--- config.mk ---
export PLATFORM = sky130hd
export DESIGN_NAME = wb_arbiter
export DESIGN_NICKNAME = d
export VERILOG_FILES = /design/src/rtl/wb_arbiter.sv
export SDC_FILE = /design/constraint.sdc
export NUM_CORES = 1
export LEC_CHECK = 0
export CELL_PAD_IN_SITES_DETAIL_PLACEMENT = 0
export CELL_PAD_IN_SITES_GLOBAL_PLACEMENT = 2
export CORE_UTILIZATION = 27
export CTS_BUF_LIST = sky130_fd_sc_hd__clkbuf_8 sky130_fd_sc_hd__clkbuf_16
export DETAILED_ROUTE_END_ITERATION = 12
export MAX_ROUTING_LAYER = met4
export PLACE_DENSITY = 0.87
export SLEW_MARGIN = 20
export SYNTH_ARGS = -nofsm -noshare
export SYNTH_HDL_FRONTEND = slang
export SYNTH_SLANG_ARGS = --single-unit
--- constraint.sdc ---
create_clock -name clk_i -period 2.8 [get_ports clk_i]
set_input_delay 0.56 -clock clk_i [delete_from_list [all_inputs] [get_ports clk_i]]
set_output_delay 0.56 -clock clk_i [all_outputs]
set_load 0.01 [all_outputs]
--- src/rtl/wb_arbiter.sv ---
// Write-back arbiter: merges pipeline results with buffered MDU results onto one register-file write port.
// Optional macro WB_PERF_CNT_EN enables the MDU starvation-cycle counter on perf_stall_cnt_o.
module wb_arbiter #(
    parameter int DATA_WIDTH     = 32,
    parameter int REG_ADDR_WIDTH = 5,
    parameter int MDU_FIFO_DEPTH = 2,
    parameter int STARVE_LIMIT   = 4
) (
    input  logic                              clk_i,
    input  logic                              rst_i,
    input  logic                              pipe_valid_i,
    input  logic                              pipe_we_i,
    input  logic [REG_ADDR_WIDTH-1:0]         pipe_rd_addr_i,
    input  logic [DATA_WIDTH-1:0]             pipe_rd_data_i,
    input  logic                              mdu_valid_i,
    output logic                              mdu_ready_o,
    input  logic [REG_ADDR_WIDTH-1:0]         mdu_rd_addr_i,
    input  logic [DATA_WIDTH-1:0]             mdu_rd_data_i,
    output logic                              write_en_o,
    output logic [REG_ADDR_WIDTH-1:0]         rd_addr_o,
    output logic [DATA_WIDTH-1:0]             rd_data_o,
    output logic                              stall_req_o,
    output logic                              busy_o,
    output logic [$clog2(MDU_FIFO_DEPTH):0]   fifo_count_o,
    output logic [31:0]                       perf_stall_cnt_o
);

    localparam int PTR_W = $clog2(MDU_FIFO_DEPTH);
    localparam int CNT_W = PTR_W + 1;
    localparam int AGE_W = $clog2(STARVE_LIMIT + 1);

    logic [DATA_WIDTH-1:0]     fifo_data [MDU_FIFO_DEPTH];
    logic [REG_ADDR_WIDTH-1:0] fifo_addr [MDU_FIFO_DEPTH];
    logic [PTR_W-1:0]          wr_ptr;
    logic [PTR_W-1:0]          rd_ptr;
    logic [CNT_W-1:0]          count;
    logic [AGE_W-1:0]          age;
    logic [AGE_W-1:0]          age_next;

    logic fifo_nonempty;
    logic mdu_accept;
    logic push;
    logic pop;
    logic pipe_cand;
    logic pipe_win;
    logic stall_next;

    assign fifo_nonempty = (count != '0);
    assign mdu_ready_o   = !rst_i && (count < CNT_W'(MDU_FIFO_DEPTH));
    assign mdu_accept    = mdu_valid_i && mdu_ready_o;
    // x0 results complete the handshake but are dropped here.
    assign push          = mdu_accept && (mdu_rd_addr_i != '0);
    assign pipe_cand     = pipe_valid_i && pipe_we_i && (pipe_rd_addr_i != '0);
    assign busy_o        = fifo_nonempty;
    assign fifo_count_o  = count;

    always_comb begin
        pop      = 1'b0;
        pipe_win = 1'b0;
        if (stall_req_o && fifo_nonempty) begin
            pop = 1'b1;
        end else if (pipe_cand) begin
            pipe_win = 1'b1;
        end else if (fifo_nonempty) begin
            pop = 1'b1;
        end
    end

    always_comb begin
        age_next   = age;
        stall_next = 1'b0;
        if (!fifo_nonempty || pop) begin
            age_next = '0;
        end else begin
            if (age != AGE_W'(STARVE_LIMIT)) begin
                age_next = age + AGE_W'(1);
            end
            // High the cycle age reaches the limit, held while the head still waits.
            stall_next = (age == AGE_W'(STARVE_LIMIT - 1)) || (age == AGE_W'(STARVE_LIMIT));
        end
    end

    always_ff @(posedge clk_i) begin
        if (push) begin
            fifo_data[wr_ptr] <= mdu_rd_data_i;
            fifo_addr[wr_ptr] <= mdu_rd_addr_i;
        end
    end

    always_ff @(posedge clk_i or posedge rst_i) begin
        if (rst_i) begin
            wr_ptr      <= '0;
            rd_ptr      <= '0;
            count       <= '0;
            age         <= '0;
            stall_req_o <= 1'b0;
        end else begin
            if (push) begin
                wr_ptr <= wr_ptr + PTR_W'(1);
            end
            if (pop) begin
                rd_ptr <= rd_ptr + PTR_W'(1);
            end
            case ({push, pop})
                2'b10:   count <= count + CNT_W'(1);
                2'b01:   count <= count - CNT_W'(1);
                default: count <= count;
            endcase
            age         <= age_next;
            stall_req_o <= stall_next;
        end
    end

    // Address/data hold their last value when no write is issued.
    always_ff @(posedge clk_i or posedge rst_i) begin
        if (rst_i) begin
            write_en_o <= 1'b0;
            rd_addr_o  <= '0;
            rd_data_o  <= '0;
        end else if (pipe_win) begin
            write_en_o <= 1'b1;
            rd_addr_o  <= pipe_rd_addr_i;
            rd_data_o  <= pipe_rd_data_i;
        end else if (pop) begin
            write_en_o <= 1'b1;
            rd_addr_o  <= fifo_addr[rd_ptr];
            rd_data_o  <= fifo_data[rd_ptr];
        end else begin
            write_en_o <= 1'b0;
        end
    end

`ifdef WB_PERF_CNT_EN
    logic [31:0] perf_cnt;

    always_ff @(posedge clk_i or posedge rst_i) begin
        if (rst_i) begin
            perf_cnt <= '0;
        end else if (fifo_nonempty && pipe_win) begin
            perf_cnt <= perf_cnt + 32'd1;
        end
    end

    assign perf_stall_cnt_o = perf_cnt;
`else
    assign perf_stall_cnt_o = '0;
`endif

`ifndef SYNTHESIS
    always @(posedge clk_i) begin
        if (!rst_i) begin
            assert (!(stall_req_o && pipe_valid_i))
                else $error("wb_arbiter: pipeline result presented while stall_req_o high, result lost");
            assert (!(write_en_o && (rd_addr_o == '0)))
                else $error("wb_arbiter: write to x0 presented");
        end
    end
`endif

endmodule
==> results.yml <==
placement:
  io_buffers: 121
  dp_hpwl_microns: 7190
  dpl.cell_count: 732
  place_congestion: 0.738
  postPlaceCellArea_sq_um: 6390
critical_path:
  crit_type: "reg -> out"
  slowest_delay_ns: 0.57
  crit_chain: "nor2_4 -> inv_2 -> clkdlybuf4s50_1"
  critPathLaunchType: "register"
  end_kind: "primary output"
  slowest_stage: "clkdlybuf4s50_1"
  cp.arrival_ns: 1.71
  cp_data_required_time_ns: 2.24
  cp_max_fo: 10
  r2r_slack_ns: 0.71
clocking:
  clk_latency_ns: 0.41
  cts_setup_buffers: 0
  cts_tree: "yes"
  clock_sinks: 120
  cts_hold_buffers: 0
  clockRootBuffer: "clkbuf_16"
  cts_buffer_depth: 2
  clk_pin_slew_worst_paths_ns: 0.05
  post_cts_resize_count: 0
  h-tree-depth: 4
  cts_buffers: 17
global_routing:
  grt_util_met1_pct: 13.9
  use_met3_pct: 4.02
  grt_overflow: 0
  top_usage_layer: "met2"
  grt_pass1_wl_microns: 16300
  use_met2_pct: 19.0
  antenna_found_initial: 0
  first_global_vias: 3272
  track_usage_pct: 12.0
  grt_max_degree: 67
pwr:
  p_leak_nw: 2.74
  ir_drop_mv: 0.413
  powerDensity_nw_per_um2: 984
cells_and_area:
  final_area_sq_um: 7070
  antenna-diode-count: 0
  layout-drive-gt1-share_pct: 8.57
  nets: 606
  areaGrowthSynthToFinish_pct: 41.8
  fin_cells: 766
yosys:
  netlist_area_sq_um: 4990
  synth_top_cells_by_count: "74 x edfxtp_1, 46 x dfrtp_1, 45 x nor2_1, 38 x nand2_1, 37 x mux2i_1"
  ys_async_sr_fraction_pct: 38.3
  ys_top_cells_by_area: "edfxtp_1 45%, dfrtp_1 23%, mux2i_1 7.4%"
  synth_flop_cell: "edfxtp_1"
  netlist.area_leader.share_pct: 44.5
  synth-seq-cells: 120
  yosysMostFrequentCell: "edfxtp_1"
  syn_area_per_cell_sq_um: 12.7
  synth_edf_count: 74
  yosysTopAreaCell: "edfxtp_1"
  ys_seq_area_share_pct: 67.6
  ys.warnings.count: 0
  ys_types: 27
  synthesis.instances: 392
floorplanning:
  start_util_pct: 27.7
  num_rows: 49
  die-area_sq_um: 19000
  die_x_microns: 138
  core_sq_um: 18000
  io_pins: 154
  die_h_microns: 138
detailed_routing:
  avgViaCountPerCell: 4.22
  firstDrtPassIters: 4
  num_vias: 3234
  totalWireLength_microns: 10600
  drc: 0
  final_antenna_net_count: 0
  drt-initial-drc-count: 138
  wl_per_cell_microns: 13.8
hold_path:
  hold_path.class: "reg -> reg"
timing:
  period_needed_ns: 2.27
  hold_viol: 0
  rsz0062_at_grt: "false"
  finalCritPeriodShare_pct: 80.9
  max_slew_margin_pct: 54.7
  skew_ns: 0.0152
  slew_viol_final: 0
  setup_viol: 0
  hold_ws_ns: 0.562
  max_freq_mhz: 441
  tightestPinTransition_ns: 0.679
job:
  drv_cap: 0
run_status:
  outcome: "completed"
[final cells by class]
class | instances | area [sq um]
Timing Repair Buffer | 132 | 1360
Inverter | 5 | 18.8
Fill cell | 1676 | 11000
Multi-Input combinational cell | 248 | 1410
Clock buffer | 18 | 439
Tap cell | 229 | 287
Clock inverter | 14 | 189
Sequential cell | 120 | 3370
[critical path: cells and delay by family, from the launching register on]
family / cells / cell delay [ns]
buffers and inverters: 2 / 0.75
flip-flops: 1 / 0.47
AND/OR/NAND/NOR: 1 / 0.07
[registers in the layout, summed over array words and instances (netlist names)]
signal / cells
fifo_addr: 10
rd_addr_o: 5
wr_ptr: 1
fifo_count_o: 2
fifo_data: 64
rd_ptr: 1
rd_data_o: 32
stall_req_o: 1
age: 3
write_en_o: 1
[where the power goes]
part / internal [mW] / switching [mW] / total [mW] / leakage (nW)
registers: 2.31 / 0.281 / 2.59 / 1.23
clock network: 1.58 / 0.724 / 2.30 / 0.322
logic: 1.08 / 0.995 / 2.07 / 1.19
total: 4.96 / 2.00 / 6.96 / 2.74
[per-layer routing]
layer | part of all wire (%) | vias to the layer above | wire length [microns]
li1 | - | 1594 | -
met1 | 45 | 1510 | 4720
met2 | 49 | 122 | 5170
met3 | 5.4 | 8 | 575
met4 | 1.0 | 0 | 108
met5 | 0 | - | 0
[kinds of logic (layout without fill, tap and decap cells)]
logic type      count (synthesis)  count (layout)  synth area share (%)
flops                         120             120                  67.6
simple gates                   93              93                  7.55
compound gates                 77              77                  8.73
buf+inv                        55             169                  6.80
mux                            37              37                  7.42
xor+xnor                        6               6                  1.05
fa+ha+maj                       3               3                 0.753
other cells                     1              32                0.0752
[per-stage QoR]
stage	setup WS (ns)	utilization, %	TNS [ns]	total power [mW]
floorplan	-0.205	-	-15.13	3.71
global placement	0.143	35.5	0	4.66
detailed placement	0.0370	35.5	0	4.70
CTS	0.476	38.9	0	7.05
global route	0.432	39.2	0	7.37
finish	0.533	39.2	0	6.96
[path summary, 6_finish.rpt]
check,from,to,cells past startpoint
setup / recovery,fifo_count_o[1]$_DFFE_PP0P_,busy_o,3
hold / removal,rd_addr_o[2]$_DFFE_PP0P_,rd_addr_o[2]$_DFFE_PP0P_,1
setup reg to reg,fifo_count_o[1]$_DFFE_PP0P_,fifo_count_o[1]$_DFFE_PP0P_,7
hold reg to reg,rd_addr_o[2]$_DFFE_PP0P_,rd_addr_o[2]$_DFFE_PP0P_,1
max in group asynchronous,rst_i,rd_ptr$_DFFE_PP0P_,3
min in group asynchronous,rst_i,rd_data_o[27]$_DFFE_PP0P_,3
[layout by cell type (no fill, tap or decap)]
master	instances
clkdlybuf4s50_1	121
edfxtp_1	74
dfrtp_1	45
nor2_1	43
nand2_1	38
mux2i_1	37
a21oi_1	35
o21ai_0	32
conb_1	32
clkbuf_16	17
buf_4	7
inv_1	6
nor3_1	5
a211oi_1	5
bufinv_16	5
xnor2_1	4
clkinv_2	4
nor2_4	3
ha_1	3
inv_2	2
xor2_1	2
o211ai_1	2
clkinv_1	2
buf_16	2
buf_12	2
a221oi_4	1
nor3_2	1
or4_1	1
a221o_1	1
o221a_1	1
nand3_1	1
nand2b_1	1
clkbuf_8	1
dfrtp_2	1
No activity file was read; power rests on OpenSTA's default activity.
